## src/rtl/spi_master.sv

```systemverilog
// SPI initiator, mode 0 (CPOL=0, CPHA=0). Each accepted command runs one
// full-duplex frame of DATA_W bits to one slave and returns the received
// bits on a valid/ready response channel. sck, ss_n and mosi are registered.
module spi_master #(
    parameter int DATA_W    = 16,
    parameter int DIV       = 4,
    parameter int SS_NUM    = 8,
    parameter bit LSB_FIRST = 1'b1
) (
    input  logic                        clock,
    input  logic                        reset,
    input  logic                        cmd_valid,
    output logic                        cmd_ready,
    input  logic [DATA_W-1:0]           cmd_data,
    input  logic [$clog2(SS_NUM)-1:0]   cmd_ss,
    output logic                        rsp_valid,
    input  logic                        rsp_ready,
    output logic [DATA_W-1:0]           rsp_data,
    output logic                        sck,
    output logic [SS_NUM-1:0]           ss_n,
    output logic                        mosi,
    input  logic                        miso
);

    localparam int CNT_W = (DIV > 1) ? $clog2(DIV) : 1;
    localparam int BIT_W = $clog2(DATA_W + 1);
    localparam int IDX_W = $clog2(DATA_W);

    localparam logic [CNT_W-1:0]  DIV_LAST  = CNT_W'(DIV - 1);
    localparam logic [BIT_W-1:0]  BITS_LAST = BIT_W'(DATA_W);
    localparam logic [SS_NUM-1:0] SS_ONE    = SS_NUM'(1);

    typedef enum logic [2:0] {
        IDLE,
        LEAD,
        XFER,
        TRAIL,
        RESP
    } state_t;

    state_t             state;
    state_t             state_nxt;
    logic [CNT_W-1:0]   div_cnt;
    logic [BIT_W-1:0]   bit_cnt;
    logic [DATA_W-1:0]  tx_q;
    logic [DATA_W-1:0]  rx_sh;
    logic               ss_ok;

    logic               tick;
    logic               accept;
    logic               rise_now;
    logic               fall_now;
    logic               last_fall;
    logic               finish;
    logic               rx_bit;
    logic [IDX_W-1:0]   nxt_idx;

    // State register.
    always_ff @(posedge clock or posedge reset) begin
        if (reset) begin
            state <= IDLE;
        end else begin
            // NOTE: sequential state is always updated with <= so every flop
            // sees the pre-edge values of the others.
            state <= state_nxt;
        end
    end

    // Next-state logic plus the per-cycle strobes that steer the datapath.
    always_comb begin
        // NOTE: every output of this block gets a default first; a path that
        // left one unassigned would infer a latch.
        state_nxt = state;
        cmd_ready = 1'b0;
        tick      = (div_cnt == DIV_LAST);
        accept    = 1'b0;
        rise_now  = 1'b0;
        fall_now  = 1'b0;
        last_fall = 1'b0;
        finish    = 1'b0;
        rx_bit    = ss_ok ? miso : 1'b1;
        nxt_idx   = LSB_FIRST ? IDX_W'(bit_cnt)
                              : IDX_W'(DATA_W - 1 - int'(bit_cnt));
        case (state)
            IDLE: begin
                cmd_ready = 1'b1;
                if (cmd_valid) begin
                    accept    = 1'b1;
                    state_nxt = LEAD;
                end
            end
            LEAD: begin
                if (tick) begin
                    rise_now  = 1'b1;
                    state_nxt = XFER;
                end
            end
            XFER: begin
                if (tick) begin
                    if (sck) begin
                        fall_now = 1'b1;
                        if (bit_cnt == BITS_LAST) begin
                            last_fall = 1'b1;
                            state_nxt = TRAIL;
                        end
                    end else begin
                        rise_now = 1'b1;
                    end
                end
            end
            TRAIL: begin
                if (tick) begin
                    finish    = 1'b1;
                    state_nxt = RESP;
                end
            end
            RESP: begin
                if (rsp_ready) begin
                    state_nxt = IDLE;
                end
            end
            default: state_nxt = IDLE;
        endcase
    end

    // Datapath: sck divider, shift registers, registered SPI pins, response.
    always_ff @(posedge clock or posedge reset) begin
        if (reset) begin
            div_cnt   <= '0;
            bit_cnt   <= '0;
            tx_q      <= '0;
            rx_sh     <= '0;
            ss_ok     <= 1'b0;
            sck       <= 1'b0;
            ss_n      <= '1;
            mosi      <= 1'b1;
            rsp_valid <= 1'b0;
            rsp_data  <= '0;
        end else begin
            if (state == LEAD || state == XFER || state == TRAIL) begin
                div_cnt <= tick ? '0 : div_cnt + 1'b1;
            end else begin
                div_cnt <= '0;
            end

            if (accept) begin
                tx_q    <= cmd_data;
                ss_ok   <= (int'(cmd_ss) < SS_NUM);
                // An out-of-range index shifts the one out, leaving all high.
                ss_n    <= ~(SS_ONE << cmd_ss);
                mosi    <= LSB_FIRST ? cmd_data[0] : cmd_data[DATA_W-1];
                bit_cnt <= '0;
            end

            if (rise_now) begin
                sck     <= 1'b1;
                bit_cnt <= bit_cnt + 1'b1;
                if (LSB_FIRST) begin
                    rx_sh <= {rx_bit, rx_sh[DATA_W-1:1]};
                end else begin
                    rx_sh <= {rx_sh[DATA_W-2:0], rx_bit};
                end
            end

            if (fall_now) begin
                sck <= 1'b0;
                if (!last_fall) begin
                    mosi <= tx_q[nxt_idx];
                end
            end

            if (finish) begin
                ss_n      <= '1;
                mosi      <= 1'b1;
                rsp_data  <= rx_sh;
                rsp_valid <= 1'b1;
            end else if (state == RESP && rsp_ready) begin
                rsp_valid <= 1'b0;
            end
        end
    end

endmodule

```

## config.mk

```make
export PLATFORM = sky130hd
export DESIGN_NAME = spi_master
export DESIGN_NICKNAME = d
export VERILOG_FILES = /design/src/rtl/spi_master.sv
export SDC_FILE = /design/constraint.sdc
export NUM_CORES = 1
export LEC_CHECK = 0
export ABC_AREA = 1
export BUFFER_PORTS_ARGS = -buffer_cell sky130_fd_sc_hd__buf_2
export CAP_MARGIN = 30
export CORE_UTILIZATION = 45
export CTS_CLUSTER_SIZE = 28
export DETAILED_ROUTE_END_ITERATION = 12
export GPL_TIMING_DRIVEN = 0
export MAX_ROUTING_LAYER = met4
export PLACE_DENSITY = 0.69
export SLEW_MARGIN = 10
export SYNTH_ARGS = -nofsm -noshare
export SYNTH_HDL_FRONTEND = slang
export SYNTH_SLANG_ARGS = --single-unit
export TNS_END_PERCENT = 50
```

## constraint.sdc

```tcl
create_clock -name clock -period 1.9 [get_ports clock]
set_input_delay 0.19 -clock clock [delete_from_list [all_inputs] [get_ports clock]]
set_output_delay 0.19 -clock clock [all_outputs]
set_load 0.005 [all_outputs]
```

After elaboration in Yosys (flattened, before gate mapping)
Index checks and enable logic that the tools add are counted.
- bits in latches: 0
- input bits: 24
- output and inout port bits: 28
- word-level logic and storage cells: 78
- register bits after elaboration: 70
- memories kept: 0
- memory bits (writable): 0
- bits in read-only memories: 0
- shift operators: 1
- multipliers: 0
- divide/modulo/power cells: 0
- reductions and logical operators: 9
- $lt $le $gt $ge: 1
- multiplexer cells: 40
- bitwise operators: 1
- add/subtract/negate cells: 2
- equal/unequal tests: 13
- operators with widths (cell ; count):
    $mux 1 ; 24
    $mux 3 ; 7
    $mux 8 ; 2
    $pmux 3 s5 ; 1
    $ne 2x2->1 const B ; 7
    $mux 5 ; 2
    $not 8->8 ; 1
    $reduce_bool 2->1 ; 4
    $shl 1x3->8 const A ; 1
    $reduce_and 7->1 ; 1
    $eq 3x2->1 const B ; 2
    $add 5x1->5 const B ; 1
    $eq 5x5->1 const B ; 1
    $lt 4x5->1 const B ; 1
    $bmux 1 s4 ; 1
    $mux 2 ; 2
    $eq 3x1->1 const B ; 1
    $eq 3x3->1 const B ; 1
    $logic_not 3->1 ; 1
    $add 2x1->2 const B ; 1
    $eq 2x2->1 const B ; 1
    $logic_or 1x1->1 ; 2
    $pmux 1 s2 ; 1
    $logic_and 1x1->1 ; 1

Longest topological paths before layout
- depth after elaboration: 8
- gate-level depth with buffers: 9

Worst setup path after synthesis
No wires, ideal clock.
- kind: register to register
- from: register bit_cnt[0]
- to: register state[0]
- cell stages (with the launch flop): 8
- arrival time: 1263 ps
- path buffers: 0
- setup slack: 509 ps
- required time: 1773 ps
- cell sequence: dfrtp_1 inv_1 ha_1 nand4_1 o21ai_0 nand4_1 nand2_1 o21ai_0
- word-level cells in the longest chain between the ends: 3
- RTL lines (item ; line ; source):
    from (decl) ; 44 ; logic [BIT_W-1:0] bit_cnt;
    from (signal assigned) ; 157 ; bit_cnt <= bit_cnt + 1'b1;
    $eq 5x5->1 ; 102 ; if (bit_cnt == BITS_LAST) begin
    $ne 2x2->1 (no source line) ; n/a ;
    $reduce_and 7->1 (no source line) ; n/a ;
    to (signal assigned) ; 65 ; state <= state_nxt;
    to (decl) ; 41 ; state_t state;
Every way passes these cells.
A chain may end at the register's enable or synchronous reset.

Worst setup path in the final report
- from: register bit_cnt[0]
- to: register state[1]
The elaborated chain is that of the path after synthesis.

==> impl_metrics.py <==
metrics = {
    "clock_tree": {
        "cts_root_buf": "clkbuf_8",
        "clk_latency_ns": 0.34,
        "path_clk_slew_ns": 0.07,
        "htreeDepth": 3,
        "clock-sinks": 70,
        "numCtsBuffers": 9,
        "tritoncts": "yes",
        "clk_path_buf_depth": 2,
    },
    "synthesis": {
        "synth_warnings": 0,
        "synth_compound_area_share_pct": 12.8,
        "netlist_instances": 345,
        "yosys.cell_types.count": 30,
        "synthesis.nets": 372,
        "synthAdderAreaFrac_pct": 1.22,
        "synth_top_family_by_area": "simple AND/OR/NAND/NOR gates",
        "synthXorXnorAreaFrac_pct": 0.568,
        "synth_mux_area_share_pct": 0,
        "seq_area_frac_synth_pct": 57.1,
        "post_synth_and_or_nand_nor_area_fraction_pct": 19.6,
        "synth_area_mm2": 0.00309,
        "synth-seq-cells": 70,
        "avgSynthCellArea_um2": 8.94,
    },
    "placement": {
        "place_worst_setup_slack_ns": 0.217,
        "dp_hpwl_um": 4410,
        "gp_congestion": 0.852,
        "port_buffers": 51,
    },
    "setup_path": {
        "start_kind": "flip-flop",
        "required_ns": 2.12,
        "ff2ff_path_depth": 7,
        "r2r_setup_slack_ns": 0.16,
        "crit_path_end_kind": "flip-flop",
        "rr_endpoint": "state[1]",
        "critical_path_class": "reg -> reg",
        "cp_max_fo": 7,
        "cp_data_arrival_time_ns": 1.96,
        "endpoint": "state[1]",
        "crit_start": "bit_cnt[0]",
        "r2r_start": "bit_cnt[0]",
    },
    "outcome": {
        "outcome": "complete, but fails checks",
        "violations": "design-rule violations",
    },
    "power": {
        "p_leak_nw": 1.85,
        "p_clk_share_pct": 31.3,
        "power_frac_seq_pct": 41.6,
        "powerDensity_mw_per_mm2": 1380,
        "power_switching_mw": 1.65,
        "peakVddDrop_mv": 0.482,
        "p_int_mw": 3.50,
        "combPwrFrac_pct": 27.1,
        "sw_frac_of_total_pct": 32.0,
    },
    "global_routing": {
        "grt_overflow": 0,
        "track_usage_pct": 20.4,
        "antenna_found_initial": 0,
        "grt_pass1_wl_um": 11100,
        "grt_pass1_vias": 2449,
        "grt_max_degree": 38,
    },
    "die": {
        "initial_utilization_pct": 47.5,
        "rows": 29,
        "die-area_mm2": 0.00719,
        "io_pins": 52,
        "die_h_um": 84.8,
        "core-area_mm2": 0.00649,
        "fp.dieW_um": 84.8,
    },
    "sta": {
        "setup_tns_ns": 0,
        "drv_slew": 0,
        "period_needed_ns": 1.74,
        "relSlewSlack_pct": 50.2,
        "setup_ws_ns": 0.162,
        "fin_worst_skew_ns": 0.00907,
        "finalCritPeriodShare_pct": 91.5,
        "rsz0062_at_grt": "no",
        "worst_slew_pin_slew_ns": 0.746,
        "hold_viol_final": 0,
        "finalSetupViolations": 0,
        "max_freq_ghz": 0.575,
    },
    "hold_path": {
        "hold_class": "in -> reg",
    },
    "final_layout": {
        "drive_above_1_share_pct": 27.5,
        "nets": 436,
        "syn_to_final_growth_pct": 21.2,
        "n_antenna_cell": 0,
        "fillers": 597,
    },
    "run": {
        "cap_violations": 0,
    },
    "drt": {
        "avgRoutedWirePerCell_um": 12.8,
        "drt-initial-drc-count": 123,
        "vias": 2411,
        "drtPass1Iterations": 11,
        "routed_via_density": 4.91,
        "ant_nets": 0,
        "drc": 4,
        "wl_um": 6270,
    },
}
[layout by cell type (no fill, tap or decap), drive strengths merged, types with 6 or more instances in the layout]
master	n
o21ai	54
nor2	27
buf	61
clkbuf	12
dfrtp	61
nand2	93
inv	51
dfstp	9
nand3	15
a31oi	6
[layer usage]
metal | global-route usage, % | share of wire, %
met2 | 30.7 | 47
met3 | 4.03 | 3.8
met1 | 26.5 | 48
met5 | - | 0
met4 | 9.71 | 1.3
[how the worst min path moves through the flow]
stage	start	end	slack (ns)	cells after the start
floorplan	cmd_ss[2]	ss_n[7]	0.27	1
global placement	cmd_ss[2]	ss_n[7]	0.38	2
detailed placement	reset	rsp_data[14]	0.36	2
CTS	cmd_ss[2]	ss_n[7]	0.01	2
global route	cmd_ss[2]	ss_n[7]	0.04	2
finish	cmd_ss[2]	ss_n[7]	0.02	2
[synth_stat cells (all sizes together)]
cell type  count  share of area, %
ha             3               1.2
o21bai         1              0.24
inv           52               6.4
xnor2          1              0.28
nor3           2              0.32
o22ai          2              0.41
nor4           1              0.20
xor2           1              0.28
clkbuf         2              0.24
dfstp          9               7.7
nand4          3              0.61
a31oi          6               1.2
o21ai         54                10
nand2         93                12
nand3         15               2.6
buf            9               2.1
or2            1              0.20
a41oi          2              0.57
nor2          27               3.7
dfrtp         61                49
[cell type report]
cell class	instances	area, µm²	area share, %
flip-flops and latches	70	1760	47.1
multi-input cells	212	1050	28.2
repair buffers	53	285	7.63
inverters	52	201	5.38
clock buffers	10	138	3.68
clock inverters	6	133	3.55
well taps	77	96.3	2.58
plain buffers	11	71.3	1.91
[critical path, stage by stage, from the launching register on]
cell and delay, ns:
dfrtp_1 0.43, inv_1 0.23, ha_1 0.20, nand4_1 0.16
o21ai_0 0.24, nand4_1 0.19, nand2_1 0.10, o21ai_0 0.08
[stage by stage]
stage / instance area [µm²] / utilization (%) / total power, mW / hold slack (ns) / cells
final: 3740 / 57.6 / 5.15 / 0.0206 / 491
after global routing: 3740 / 57.6 / 5.52 / 0.0365 / 491
after CTS: 3740 / 57.6 / 5.19 / 0.0107 / 491
after detailed placement: 3460 / 53.3 / 3.57 / 0.358 / 474
after global placement: 3440 / 53.0 / 3.51 / 0.380 / 473
after floorplan: 3090 / - / 3.12 / 0.274 / 345
[repair_timing]
item / in CTS / in global routing
endpoints found under the hold margin: 33 / 0
hold buffers: 1 / 0
gates resized for setup: 0 / 1
endpoints found under the setup margin: 0 / 2
buffers inserted: 0 / 0
[kinds of logic after synthesis]
| family | count (synthesis) |
|---|---|
| buf+inv | 63 |
| fa+ha+maj | 3 |
| xor+xnor | 2 |
| compound gates | 65 |
| flops | 70 |
| simple gates | 142 |
[flip-flops by register name, summed over array words and instances (netlist names)]
signal	cells
bit_cnt	5
div_cnt	2
mosi	1
rsp_data	16
rsp_valid	1
rx_sh	16
sck	1
ss_n	8
ss_ok	1
state	3
tx_q	16
[power by group through the flow]
| stage | clock, mW | sequential [mW] | combinational, mW |
|---|---|---|---|
| 3_3_place_gp | 0 | 2.16 | 1.34 |
| 5_1_grt | 1.71 | 2.19 | 1.62 |
| 6_report | 1.61 | 2.14 | 1.40 |
| 4_1_cts | 1.63 | 2.15 | 1.42 |
| 2_1_floorplan | 0 | 2.14 | 0.975 |
| 3_5_place_dp | 0 | 2.17 | 1.40 |
Note: power is estimated with default switching activity, not from simulation.
